`config.mk`:
```
export PLATFORM = sky130hd
export DESIGN_NAME = mem_port_arbiter
export DESIGN_NICKNAME = d
export VERILOG_FILES = /design/src/rtl/mem_port_arbiter_pkg.sv /design/src/rtl/mem_port_arbiter_rr.sv /design/src/rtl/mem_port_arbiter.sv
export SDC_FILE = /design/constraint.sdc
export NUM_CORES = 1
export LEC_CHECK = 0
export CORE_AREA = 2 2 107 109
export DETAILED_ROUTE_END_ITERATION = 8
export DIE_AREA = 0 0 109 111
export GPL_TIMING_DRIVEN = 0
export PLACE_DENSITY = 0.82
export SLEW_MARGIN = 0
export SYNTH_ARGS = -nofsm -noshare
export SYNTH_HDL_FRONTEND = slang
export SYNTH_SLANG_ARGS = --single-unit
```
`constraint.sdc`:
```
create_clock -name clk -period 3.3 [get_ports clk]
set_clock_uncertainty 0.1 [all_clocks]
set_input_delay 0.66 -clock clk [delete_from_list [all_inputs] [get_ports clk]]
set_output_delay 0.66 -clock clk [all_outputs]
set_load 0.05 [all_outputs]
```
`src/rtl/mem_port_arbiter_pkg.sv`:
```
// Shared constants for the memory-port arbiter: FSM state codes and owner ids.
package mem_port_arbiter_pkg;

  localparam int ARB_STATE_WIDTH = 2;

  localparam logic [ARB_STATE_WIDTH-1:0] ARB_STATE_IDLE = 2'd0;
  localparam logic [ARB_STATE_WIDTH-1:0] ARB_STATE_REQ  = 2'd1;
  localparam logic [ARB_STATE_WIDTH-1:0] ARB_STATE_RESP = 2'd2;

  localparam logic ARB_OWNER_I = 1'b0;
  localparam logic ARB_OWNER_D = 1'b1;

endpackage

```
`src/rtl/mem_port_arbiter_rr.sv`:
```
// Two-way round-robin arbiter: req[0] is instruction fetch, req[1] is data.
// On a tie the side that did not own the previous grant wins.
module rr_arbiter2
  import mem_port_arbiter_pkg::*;
(
  input  logic       clk,
  input  logic       rst,
  input  logic [1:0] req,
  input  logic       en,
  output logic [1:0] grant
);

  logic last_owner_q;
  logic last_owner_d;

  always_comb begin
    grant = req;
    if (req == 2'b11) begin
      grant = (last_owner_q == ARB_OWNER_D) ? 2'b01 : 2'b10;
    end
  end

  always_comb begin
    last_owner_d = last_owner_q;
    if (en && (grant != 2'b00)) begin
      last_owner_d = grant[1] ? ARB_OWNER_D : ARB_OWNER_I;
    end
  end

  // Reset to D so that instruction fetch wins the very first tie.
  always_ff @(posedge clk or negedge rst) begin
    if (!rst) begin
      last_owner_q <= ARB_OWNER_D;
    end else begin
      last_owner_q <= last_owner_d;
    end
  end

endmodule

```
`src/rtl/mem_port_arbiter.sv`:
```
// Shares a single non-pipelined memory port between instruction fetch and data
// access; one transaction in flight, response routed back to its issuer.
module mem_port_arbiter
  import mem_port_arbiter_pkg::*;
#(
  parameter int ADDR_WIDTH = 32,
  parameter int DATA_WIDTH = 32
) (
  input  logic                    clk,
  input  logic                    rst,
  input  logic                    i_req_valid,
  output logic                    i_req_ready,
  input  logic [ADDR_WIDTH-1:0]   i_req_addr,
  output logic                    i_resp_valid,
  output logic [DATA_WIDTH-1:0]   i_resp_data,
  input  logic                    d_req_valid,
  output logic                    d_req_ready,
  input  logic                    d_req_we,
  input  logic [ADDR_WIDTH-1:0]   d_req_addr,
  input  logic [DATA_WIDTH-1:0]   d_req_wdata,
  input  logic [DATA_WIDTH/8-1:0] d_req_strobe,
  output logic                    d_resp_valid,
  output logic [DATA_WIDTH-1:0]   d_resp_data,
  output logic                    m_req_valid,
  input  logic                    m_req_ready,
  output logic                    m_req_we,
  output logic [ADDR_WIDTH-1:0]   m_req_addr,
  output logic [DATA_WIDTH-1:0]   m_req_wdata,
  output logic [DATA_WIDTH/8-1:0] m_req_strobe,
  input  logic                    m_resp_valid,
  input  logic [DATA_WIDTH-1:0]   m_resp_data,
  output logic                    spurious_resp
);

  localparam int STRB_WIDTH = DATA_WIDTH / 8;

  logic [ARB_STATE_WIDTH-1:0] state_q, state_d;
  logic                       owner_q, owner_d;
  logic                       we_q, we_d;
  logic [ADDR_WIDTH-1:0]      addr_q, addr_d;
  logic [DATA_WIDTH-1:0]      wdata_q, wdata_d;
  logic [STRB_WIDTH-1:0]      strobe_q, strobe_d;
  logic                       spurious_q, spurious_d;

  logic [1:0] grant;
  logic       grant_en;
  logic       resp_fire;

  rr_arbiter2 u_rr (
    .clk   (clk),
    .rst   (rst),
    .req   ({d_req_valid, i_req_valid}),
    .en    (grant_en),
    .grant (grant)
  );

  // A transfer happens on a rising edge where valid and ready are both high;
  // ready never waits on anything but the FSM being idle, and a requester may
  // withdraw valid at any time before that edge without side effects.
  always_comb begin
    i_req_ready = rst && (state_q == ARB_STATE_IDLE) && grant[0];
    d_req_ready = rst && (state_q == ARB_STATE_IDLE) && grant[1];
    grant_en    = i_req_ready || d_req_ready;
  end

  always_comb begin
    state_d    = state_q;
    owner_d    = owner_q;
    we_d       = we_q;
    addr_d     = addr_q;
    wdata_d    = wdata_q;
    strobe_d   = strobe_q;
    spurious_d = spurious_q || (m_resp_valid && (state_q != ARB_STATE_RESP));
    case (state_q)
      ARB_STATE_IDLE: begin
        if (i_req_ready) begin
          owner_d  = ARB_OWNER_I;
          we_d     = 1'b0;
          addr_d   = i_req_addr;
          wdata_d  = '0;
          strobe_d = '1;
          state_d  = ARB_STATE_REQ;
        end else if (d_req_ready) begin
          owner_d  = ARB_OWNER_D;
          we_d     = d_req_we;
          addr_d   = d_req_addr;
          wdata_d  = d_req_wdata;
          strobe_d = d_req_strobe;
          state_d  = ARB_STATE_REQ;
        end
      end
      ARB_STATE_REQ: begin
        if (m_req_ready) state_d = ARB_STATE_RESP;
      end
      ARB_STATE_RESP: begin
        if (m_resp_valid) state_d = ARB_STATE_IDLE;
      end
      default: state_d = ARB_STATE_IDLE;
    endcase
  end

  always_ff @(posedge clk or negedge rst) begin
    if (!rst) begin
      state_q    <= ARB_STATE_IDLE;
      owner_q    <= ARB_OWNER_I;
      we_q       <= 1'b0;
      addr_q     <= '0;
      wdata_q    <= '0;
      strobe_q   <= '0;
      spurious_q <= 1'b0;
    end else begin
      state_q    <= state_d;
      owner_q    <= owner_d;
      we_q       <= we_d;
      addr_q     <= addr_d;
      wdata_q    <= wdata_d;
      strobe_q   <= strobe_d;
      spurious_q <= spurious_d;
    end
  end

  // Memory payload comes only from the latches so it is stable while stalled.
  always_comb begin
    m_req_valid  = (state_q == ARB_STATE_REQ);
    m_req_we     = we_q;
    m_req_addr   = addr_q;
    m_req_wdata  = wdata_q;
    m_req_strobe = strobe_q;
  end

  always_comb begin
    resp_fire     = (state_q == ARB_STATE_RESP) && m_resp_valid;
    i_resp_valid  = resp_fire && (owner_q == ARB_OWNER_I);
    d_resp_valid  = resp_fire && (owner_q == ARB_OWNER_D);
    i_resp_data   = i_resp_valid ? m_resp_data : '0;
    d_resp_data   = (d_resp_valid && !we_q) ? m_resp_data : '0;
    spurious_resp = spurious_q;
  end

endmodule

```
Word-level counts from Yosys, hierarchy flattened --
Index checks and enable logic that the tools add are counted.
Operators by class: eq/ne operators 7, mux-type cells 20, bitwise operators 1, reduce and logical (&&, ||, !) cells 17
Operator list (number):
- $mux W32 | 6
- $mux W2 | 6
- $logic_and A1 B1 Y1 | 9
- $mux W4 | 2
- $pmux W2 S3 | 1
- $mux W1 | 5
- $eq A2 B2 Y1 const B | 2
- $ne A2 B2 Y1 const B | 2
- $reduce_bool A2 Y1 | 2
- $ne A3 B3 Y1 const B | 1
- $reduce_and A3 Y1 | 1
- $eq A2 B1 Y1 const B | 1
- $logic_not A2 Y1 | 1
- $logic_or A1 B1 Y1 | 2
- $ne A2 B1 Y1 const B | 1
- $reduce_and A2 Y1 | 1
- $logic_not A1 Y1 | 1
- $not A1 Y1 | 1
Word-level totals: flip-flop bits (word level) 74, input port bits 139, output and inout bits 139, logic and storage cells 53

Longest topological paths before layout --
depth in word-level cells 6, gate-level depth with buffers 7

Hierarchy --
Synthesis repeated with hierarchy kept, for this count alone.
Unflattened totals: cells, all modules 358, area total of the unflattened synthesis 3826.2 um^2
Modules (own cells, without submodules):
- mem_port_arbiter | instances 1, cells each 352, area each 3769.9 um^2
- rr_arbiter2 | instances 1, cells each 6, area each 56.3 um^2

Least setup slack after synthesis --
OpenSTA, ideal clock, no wires.
path kind input port to output port, start input m_resp_valid, end output d_resp_data[10], arrival time 1.988 ns, required time 2.540 ns, slack 0.552 ns, stages on the path 4, path buffers 1, cells stage by stage and4b_1 -> and2b_1 -> buf_2 -> and2_1
Between the ends: cells in the longest elaborated chain, start to end 4
RTL lines:
- start, declared | RTL line mem_port_arbiter.sv:30 | input logic m_resp_valid,
- $logic_and A1 B1 Y1 | RTL line mem_port_arbiter.sv:132 | resp_fire = (state_q == ARB_STATE_RESP) && m_resp_valid;
- $logic_and A1 B1 Y1 | RTL line mem_port_arbiter.sv:134 | d_resp_valid = resp_fire && (owner_q == ARB_OWNER_D);
- $logic_and A1 B1 Y1 | RTL line mem_port_arbiter.sv:136 | d_resp_data = (d_resp_valid && !we_q) ? m_resp_data : '0;
- $mux W32 | RTL line mem_port_arbiter.sv:136
- end, declared | RTL line mem_port_arbiter.sv:23 | output logic [DATA_WIDTH-1:0] d_resp_data,
Every way passes these cells.

Worst setup path after layout --
start input m_resp_valid, end output i_resp_data[10]
Between the ends: cells in the longest elaborated chain, start to end 3
RTL lines:
- $logic_and A1 B1 Y1 | RTL line mem_port_arbiter.sv:132
- $logic_and A1 B1 Y1 | RTL line mem_port_arbiter.sv:133 | i_resp_valid = resp_fire && (owner_q == ARB_OWNER_I);
- $mux W32 | RTL line mem_port_arbiter.sv:135 | i_resp_data = i_resp_valid ? m_resp_data : '0;
- end, declared | RTL line mem_port_arbiter.sv:15 | output logic [DATA_WIDTH-1:0] i_resp_data,
Every way passes these cells.

==> results_dict.tcl <==
set metrics [dict create \
    outcome "finished clean" \
    cts_num_sinks 74 \
    p_per_area_nw_per_um2 899 \
    largest_net_degree_at_the_start_of_global_routing 49 \
    clock_tree_from_tritoncts "yes" \
    layout-area-overhead-vs-synth_pct 81.6 \
    clkTransAtPathRegs_ps 60 \
    detailedRoute.firstIterationViolations 236 \
    critical-path-slowest-cell "sky130_fd_sc_hd__clkdlybuf4s50_1" \
    critical_path.top_delay_family "buffers and inverters" \
    vdd_ir_drop_max_mv 0.649 \
    sequentialPowerShare 0.257 \
    final_design_area_no_fill_sq_um 6980 \
    netlist_cell_types 30 \
    critPathBufInv 3 \
    yosysSeqAreaShare 0.482 \
    synth_top_family_by_area "compound AO/OA/AOI/OAI gates" \
    grt_setup_unrepaired "false" \
    final_core_utilization 0.630 \
    synth.top_cells.by_count "73 x sky130_fd_sc_hd__dfrtp_1, 65 x sky130_fd_sc_hd__and2_1, 33 x sky130_fd_sc_hd__a22o_1" \
    first_pass_grt_wire_length_um 22300 \
    detailedRoute.firstPassIterationCount 4 \
    ys_ff_latch 74 \
    finalSetupTns_ps 0 \
    crit_path_start_kind "input port" \
    compound_gate_fraction_of_synth_area 0.307 \
    route.final.wire_length_um 15200 \
    max_slew.worst_pin.slew_ps 577 \
    synth_area_leaders "sky130_fd_sc_hd__dfrtp_1 48%, sky130_fd_sc_hd__and2_1 11%, sky130_fd_sc_hd__a22o_1 7.5%" \
    pin_count 278 \
    post_dp_cell_area_sq_um 6810 \
    timing.max_cap.violations 0 \
    met2_length_um 7540 \
    synth-edff-count 0 \
    maxSlewViolCount 0 \
    post_route_cells_drive_above_1_share 0.201 \
    die_w_um 109 \
    post_drt_wl_per_cell_um 19.6 \
    synth-simple-area-share 0.138 \
    gr-total-overflow 0 \
    path_class "in -> out" \
    vias 4117 \
    ctsLongestPathBuffers 2 \
    switchingPower_mw 3.07 \
    ys_async_sr_fraction 1.00 \
    drt.antenna.violating_nets 0 \
    dieArea_sq_um 12100 \
    post-dp-hpwl_um 11600 \
    achievable-frequency_mhz 318 \
    holdWs_ps 105 \
    postSynthNetCount 474 \
    sequential_standard_cell_area_sq_um 1850 \
    report.final.setup_viol 0 \
    hold_class "in -> async" \
    synth_cells 335 \
    post-route-drc-count 0 \
    finalHoldViolations 0 \
    slew_headroom 0.614 \
    synth.avg_cell_area_sq_um 11.5 \
    p_leak_nw 2.98 \
    grt_antenna_before_repair 2 \
    worst_path_largest_cell_delay_ps 520 \
    netlist_area_sq_um 3840 \
    combinationalPowerShare 0.601 \
    cts_hold_repair.buffers 0 \
    first_global_vias 4190 \
    p_sw_frac 0.489 \
    initial_utilization 0.347 \
    yosys.area_share.adder 0 \
    met1Wirelength_um 5640 \
    detailedPlace.worstSlack_ps -640 \
    synth.mux.area_fraction 0 \
    met3_wire_len_um 1410 \
    place.port_buffers 276 \
    power_report.internal_total_mw 3.21 \
    deepest_level_of_the_cts_h_tree 3 \
    most_used_flip_flop_cell_after_synthesis "sky130_fd_sc_hd__dfrtp_1" \
    crit_path_cell_trace "clkdlybuf4s50_1 > nor3b_4 > clkbuf_1 > and2_1 > clkdlybuf4s15_2" \
    nets 765 \
    cts_buffers 9 \
    multiInputGateArea_sq_um 1720 \
    finalCritPeriodShare 0.954 \
    post_synthesis_xor_xnor_area_fraction 0 \
    period_minus_slack_ps 3150 \
    clk-insertion-delay-late_ps 330 \
    power_frac_clock 0.142 \
    gp_routability_congestion 0.828 \
    most_repeated_cell_in_the_gate_level_netlist_after_synthesis "sky130_fd_sc_hd__dfrtp_1" \
    core-area_sq_um 11100 \
    die_h_um 111 \
    clk_root_buffer_cell "sky130_fd_sc_hd__clkbuf_16" \
    track_usage 0.239 \
    fillers 906 \
    synth.largest_area_cell "sky130_fd_sc_hd__dfrtp_1" \
    worst-endpoint-required_ps 2540 \
    cp-end-kind "output port" \
    highest_routing_layer_actually_used "met4" \
    arrival_ps 2390 \
    area_share_of_the_leading_cell_type_in_the_synthesized_netlist 0.475 \
    finalWorstSetupSlack_ps 152 \
    routed_via_density 5.31 \
    num_rows 39 \
    critical_path.max_fanout 10 \
    ys.warnings.count 0 \
]
==> layout by cell type, fill, tap and decap left out, types with 2 or more instances in the layout <==
cell	n
sky130_fd_sc_hd__nor3b_4	2
sky130_fd_sc_hd__o311ai_0	10
sky130_fd_sc_hd__buf_2	16
sky130_fd_sc_hd__clkdlybuf4s15_2	22
sky130_fd_sc_hd__buf_6	12
sky130_fd_sc_hd__dfrtp_1	73
sky130_fd_sc_hd__clkbuf_2	39
sky130_fd_sc_hd__nand2b_1	2
sky130_fd_sc_hd__o311ai_1	22
sky130_fd_sc_hd__clkinv_2	3
sky130_fd_sc_hd__nand2_1	2
sky130_fd_sc_hd__clkbuf_16	10
sky130_fd_sc_hd__o2bb2ai_1	22
sky130_fd_sc_hd__clkinv_4	2
sky130_fd_sc_hd__clkdlybuf4s50_1	208
sky130_fd_sc_hd__o2bb2ai_2	10
sky130_fd_sc_hd__clkbuf_1	10
sky130_fd_sc_hd__o22a_1	4
sky130_fd_sc_hd__inv_1	2
sky130_fd_sc_hd__buf_4	4
sky130_fd_sc_hd__dlymetal6s2s_1	2
sky130_fd_sc_hd__and2_1	65
sky130_fd_sc_hd__dlygate4sd2_1	5
sky130_fd_sc_hd__clkinvlp_4	3
sky130_fd_sc_hd__and2b_1	2
sky130_fd_sc_hd__diode_2	2
sky130_fd_sc_hd__a31oi_1	32
sky130_fd_sc_hd__a21o_1	3
sky130_fd_sc_hd__a22o_1	33
==> power groups by stage <==
stage / registers, mW / clock network, mW / logic, mW
4_1_cts: 1.61 / 0.903 / 3.79
3_5_place_dp: 1.60 / 0 / 3.79
2_1_floorplan: 2.97 / 0 / 1.03
3_3_place_gp: 1.61 / 0 / 3.74
5_1_grt: 1.66 / 0.950 / 3.92
6_report: 1.61 / 0.893 / 3.77
==> through the flow <==
stage               total power, mW  std cells
detailed placement             5.39        755
finish                         6.28        776
floorplan                      4.00        335
global route                   6.53        776
global placement               5.34        754
CTS                            6.30        773
==> final cells by class <==
class                           count  area share
Buffer                             41      0.0382
Clock buffer                        9      0.0323
Antenna cell                        2    0.000717
Clock inverter                      7     0.00663
Multi-Input combinational cell    217       0.246
Inverter                            3     0.00233
Tap cell                          143      0.0256
Sequential cell                    74       0.265
Timing Repair Buffer              280       0.383
==> worst paths after layout <==
path | slack (ps) | depth (start not counted) | start | endpoint
min | 110 | 1 | rst | m_req_addr[15]$_DFFE_PN0P_
max | 150 | 5 | m_resp_valid | i_resp_data[10]
max reg2reg | 1460 | 5 | u_rr.last_owner_q$_DFFE_PN1P_ | m_req_addr[21]$_DFFE_PN0P_
min in group clk | 360 | 1 | spurious_resp$_DFF_PN0_ | spurious_resp$_DFF_PN0_
max in group asynchronous | 2480 | 2 | rst | u_rr.last_owner_q$_DFFE_PN1P_
min reg2reg | 360 | 1 | spurious_resp$_DFF_PN0_ | spurious_resp$_DFF_PN0_
==> routing by layer <==
metal	GRT usage	vias to the layer above
li1	-	1875
met1	0.271	1985
met2	0.405	216
met3	0.0747	41
met4	0.109	0
met5	0	-
==> cell families (layout without fill, tap and decap cells) <==
| group | after synthesis | in the layout |
|---|---|---|
| DFF | 74 | 74 |
| and+or+nand+nor | 79 | 79 |
| AOI/OAI and AO/OA | 138 | 138 |
| buffers and inverters | 44 | 340 |
| other | 0 | 2 |
==> flip-flops by register name, summed over array words and instances (netlist names) <==
name,cells
spurious_resp,1
state_q,2
u_rr.last_owner_q,1
m_req_wdata,32
m_req_we,1
m_req_strobe,4
owner_q,1
m_req_addr,32
==> what timing repair did <==
action	4_1_cts	5_1_grt
buffers inserted	2	0
setup endpoints to repair	65	59
cloned	0	1
resized for setup	110	82
endpoints found under the hold margin	0	0
Power figures use the tool's default switching activity.
